**src/rtl/apb_pkg.sv**
```systemverilog
// Shared types and constants for the APB memory slave.
package apb_pkg;

  typedef enum logic {
    IDLE   = 1'b0,
    ACCESS = 1'b1
  } apb_state_e;

  localparam int   CNT_W      = 4;
  localparam logic APB_OKAY   = 1'b0;
  localparam logic APB_SLVERR = 1'b1;

endpackage

```
**src/rtl/apb_sp_ram.sv**
```systemverilog
// Single-port RAM, synchronous write and synchronous read, no reset.
module apb_sp_ram #(
  parameter int DATA_W = 8,
  parameter int DEPTH  = 256,
  parameter int AW     = (DEPTH > 1) ? $clog2(DEPTH) : 1
) (
  input  logic              pclk,
  input  logic              we,
  input  logic              re,
  input  logic [AW-1:0]     addr,
  input  logic [DATA_W-1:0] wdata,
  output logic [DATA_W-1:0] rdata
);

  // Power-up contents are zero; nothing ever clears them afterwards.
  logic [DATA_W-1:0] mem [DEPTH] = '{default: '0};

  always_ff @(posedge pclk) begin
    if (we) mem[addr] <= wdata;
    if (re) rdata <= mem[addr];
  end

endmodule

```
**src/rtl/apb_mem_slave.sv**
```systemverilog
// APB3 completer in front of a single-port RAM, with wait states and PSLVERR.
//   state  | meaning
//   IDLE   | waiting for SETUP (psel=1, penable=0)
//   ACCESS | transfer latched; counting wait states, then pready until completion
module apb_mem_slave
  import apb_pkg::*;
#(
  parameter int DATA_W      = 8,
  parameter int ADDR_W      = 8,
  parameter int DEPTH       = 256,
  parameter int WAIT_CYCLES = 0
) (
  input  logic              pclk,
  input  logic              preset,
  input  logic              psel,
  input  logic              penable,
  input  logic              pwrite,
  input  logic [ADDR_W-1:0] paddr,
  input  logic [DATA_W-1:0] pwdata,
  output logic [DATA_W-1:0] prdata,
  output logic              pready,
  output logic              pslverr
);

  localparam int RAM_AW = (DEPTH > 1) ? $clog2(DEPTH) : 1;

  apb_state_e        state;
  logic [CNT_W-1:0]  cnt;
  logic [ADDR_W-1:0] addr_q;
  logic [DATA_W-1:0] wdata_q;
  logic              write_q;
  logic              zero_q;
  logic [DATA_W-1:0] ram_q;
  logic [ADDR_W-1:0] cur_addr;
  logic [RAM_AW-1:0] ram_addr;
  logic              load_now;
  logic              ram_re;
  logic              ram_we;

  // One bit wider so DEPTH = 2^ADDR_W is representable and never flags.
  function automatic logic in_range(input logic [ADDR_W-1:0] a);
    return {1'b0, a} < (ADDR_W+1)'(DEPTH);
  endfunction

  always_comb begin
    cur_addr = (state == IDLE) ? paddr : addr_q;
    ram_addr = cur_addr[RAM_AW-1:0];
    load_now = 1'b0;
    if (!preset) begin
      if (state == IDLE) load_now = psel && !penable && (WAIT_CYCLES == 0);
      else               load_now = psel && !pready && (cnt == CNT_W'(1));
    end
    ram_re = load_now && in_range(cur_addr);
    ram_we = !preset && (state == ACCESS) && psel && penable && pready &&
             write_q && (pslverr == APB_OKAY);
  end

  always_ff @(posedge pclk) begin
    if (preset) begin
      state   <= IDLE;
      pready  <= 1'b0;
      pslverr <= APB_OKAY;
      cnt     <= '0;
      zero_q  <= 1'b1;
    end else begin
      if (load_now) begin
        pready  <= 1'b1;
        pslverr <= in_range(cur_addr) ? APB_OKAY : APB_SLVERR;
        zero_q  <= !in_range(cur_addr);
      end
      case (state)
        IDLE: begin
          if (psel && !penable) begin
            state   <= ACCESS;
            addr_q  <= paddr;
            write_q <= pwrite;
            wdata_q <= pwdata;
            cnt     <= CNT_W'(WAIT_CYCLES);
          end
        end
        ACCESS: begin
          if (!psel) begin
            state   <= IDLE;
            pready  <= 1'b0;
            pslverr <= APB_OKAY;
          end else if (!pready) begin
            if (cnt > CNT_W'(1)) cnt <= cnt - CNT_W'(1);
          end else if (penable) begin
            state   <= IDLE;
            pready  <= 1'b0;
            pslverr <= APB_OKAY;
          end
        end
        default: state <= IDLE;
      endcase
    end
  end

  // prdata is the RAM read register, forced to zero after reset or an error access.
  assign prdata = zero_q ? '0 : ram_q;

  apb_sp_ram #(
    .DATA_W (DATA_W),
    .DEPTH  (DEPTH),
    .AW     (RAM_AW)
  ) u_ram (
    .pclk  (pclk),
    .we    (ram_we),
    .re    (ram_re),
    .addr  (ram_addr),
    .wdata (wdata_q),
    .rdata (ram_q)
  );

endmodule

```
**config.mk**
```make
export PLATFORM = sky130hd
export DESIGN_NAME = apb_mem_slave
export DESIGN_NICKNAME = d
export VERILOG_FILES = /design/src/rtl/apb_pkg.sv /design/src/rtl/apb_sp_ram.sv /design/src/rtl/apb_mem_slave.sv
export SDC_FILE = /design/constraint.sdc
export NUM_CORES = 2
export LEC_CHECK = 0
export ABC_AREA = 0
export ABC_CLOCK_PERIOD_IN_PS = 7000
export BUFFER_PORTS_ARGS = -buffer_cell sky130_fd_sc_hd__buf_2
export CORE_ASPECT_RATIO = 1.5
export CORE_MARGIN = 3
export CORE_UTILIZATION = 33
export CTS_CLUSTER_SIZE = 10
export DETAILED_ROUTE_END_ITERATION = 10
export PLACE_DENSITY = 0.59
export SLEW_MARGIN = 10
export SYNTH_ARGS = -nofsm -noshare
export SYNTH_HDL_FRONTEND = slang
export SYNTH_HIERARCHICAL = 1
export SYNTH_SLANG_ARGS = --single-unit
```
**constraint.sdc**
```tcl
create_clock -name pclk -period 7 [get_ports pclk]
set_input_delay 0.7 -clock pclk [delete_from_list [all_inputs] [get_ports pclk]]
set_output_delay 0.7 -clock pclk [all_outputs]
set_load 0.05 [all_outputs]
```
==> out/metrics.yaml <==
slowest_stage: "o41ai_2"
crit_chain: "mux2_8, buf_12, mux4_2, a22oi_1, a21oi_1, o41ai_2, nand4_1"
worstHoldPathType: "in -> reg"
worst-path-buf-inv: 1
vias: 37600
peakVddDrop_mv: 0.199
cts_buffers: 234
port-buffer-count: 30
critPathMaxFanout: 76
crit_start: "state"
postPlaceCellArea_mm2: 0.0841
ios: 31
first_global_vias: 39700
track_usage_pct: 16.0
ys_types: 36
slew_headroom_pct: 10.5
overflow: 0
ys_seq_elements: 2081
post-route-drc-count: 0
syn_area_mm2: 0.0796
n_fill_cell: 21400
die_area_mm2: 0.247
cts.repair.resized: 0
start_util_pct: 33.2
ant_nets: 0
synth_cells: 3629
wl_per_cell_um: 28.6
synth_nets: 3652
fmax_mhz: 191
fin_crit_ns: 5.23
r2r-start: "state"
synth.avg_cell_area_um2: 21.9
postCtsSetupRepairBufs: 0
drt_first_pass_iters: 6
slowest_delay_ns: 0.93
yosysSeqAreaShare_pct: 78.4
rsz0062_at_grt: "no"
final_cells: 7042
cp-end-kind: "register"
cts_max_path_buffers: 4
dp_hpwl_um: 118000
p_leak_nw: 26.9
required_ns: 7.51
grt_antenna_before_repair: 7
final_cell_mix: "2073 x edfxtp_1, 512 x mux4_2, 256 x a22oi_1, 237 x nor2_1, 237 x clkbuf_16"
critPathTopFamily: "compound AO/OA/AOI/OAI gates"
power.density_mw_per_mm2: 281
outcome: "completed"
grt_pass1_wl_um: 290000
synthArstFlopShare_pct: 0
setup.worst_path.class: "reg -> reg"
cts.sinks: 2081
fin_area_mm2: 0.0903
gp_congestion: 0.790
h-tree-depth: 4
whs_ns: 0.0821
path_clk_slew_ns: 0.05
final_hold_viol_count: 0
drive_gt1_share_pct: 24.8
final_max_slew_viol_count: 0
cts_tree: "done"
worstMarginPinSlew_ns: 1.34
syn_to_final_growth_pct: 13.4
dominantRegCellSynth: "edfxtp_1"
final_util_pct: 37.7
grt_max_degree: 205
setup_viol: 0
via_per_inst: 5.34
drt_wl_total_um: 201000
root_buffer: "clkbuf_16"
fin_setup_tns_ns: 0
die_h_um: 608
cts_hold_buf: 10
critPathLaunchType: "register"
fin_skew_ns: 0.0724
arrival_ns: 5.74
dpl.cell_count: 6760
core-area_mm2: 0.240
num_rows: 220
clock_latency_ns: 0.86
min_from: "paddr[0]"
drtIter0Drc: 3518
maxCapViolCount: 0
die_w_um: 407
finalNetCount: 3810
yosysWarningCount: 6
synth_edf_count: 2073
fin_crit_sh_pct: 74.7
layout_commonest_cell: "edfxtp_1"
## kinds of logic (layout without fill, tap and decap cells)
family	after synthesis	count (layout)	synth area share, %
AOI/OAI and AO/OA	425	425	3.66
DFF	2081	2081	78.4
xor gates and xnor gates	2	2	0.0220
other	0	4	0
and+or+nand+nor	360	360	1.91
buffers and inverters	239	429	1.42
adders and majority gates	2	2	0.0314
muxes	520	520	14.6
## sequential cells by signal (all words and copies together), names as in the netlist
signal,count
u_ram/mem,2048
addr_q,8
u_ram/rdata,8
wdata_q,8
cnt,4
pready,1
pslverr,1
state,1
write_q,1
zero_q,1
## final timing paths
kind                     to  slack (ns)  cells after the start
max          u_ram/rdata[6]        1.77                      7
min               addr_q[0]        0.08                      1
max reg2reg  u_ram/rdata[6]        1.77                      7
min reg2reg          pready        0.50                      2
## stage by stage
stage,worst slack [ns],power (mW)
finish,1.77,25.4
global route,1.50,26.1
CTS,1.62,25.7
detailed placement,1.63,15.2
global placement,0.860,15.2
floorplan,2.95,14.8
## final cells by class
cell class	count	area, µm²	area share [%]
flip-flops and latches	2081	62400	69.1
multi-input cells	1309	16400	18.1
clock buffers	264	6040	6.69
well taps	3219	4030	4.46
repair buffers	156	1360	1.50
clock inverters	4	51.3	0.0568
inverters	5	18.8	0.0208
diodes	4	10.0	0.0111
## routing by layer
| metal | global-route usage, % | up-vias | routed length [µm] |
|---|---|---|---|
| met2 | 28.8 | 1377 | 107000 |
| met3 | 2.20 | 391 | 11200 |
| met1 | 18.9 | 20300 | 73500 |
| met5 | 0 | - | 13 |
| met4 | 7.23 | 2 | 9530 |
| li1 | - | 15500 | - |
## cell usage after synthesis, types with 14 or more instances
master       n  area share, %
edfxtp_1  2073             78
mux4_2     512             14
a22oi_1    256            2.4
nor2_1     239            1.1
clkbuf_1   145           0.68
a21oi_1    131           0.82
buf_2       37           0.23
nand2_1     32           0.15
nor3_1      32           0.20
o41ai_1     32           0.35
buf_1       19          0.090
buf_4       17           0.16
buf_6       16           0.23
nor2b_1     15           0.12
nand3_1     14          0.088
## power by group
part / switching [mW] / internal [mW] / leakage [nW]
clock: 4.45 / 5.99 / 2.98
combinational: 0.836 / 0.517 / 5.21
sequential: 0.00847 / 13.6 / 18.7
total: 5.29 / 20.1 / 26.9
(Power assumes the default switching activity.)
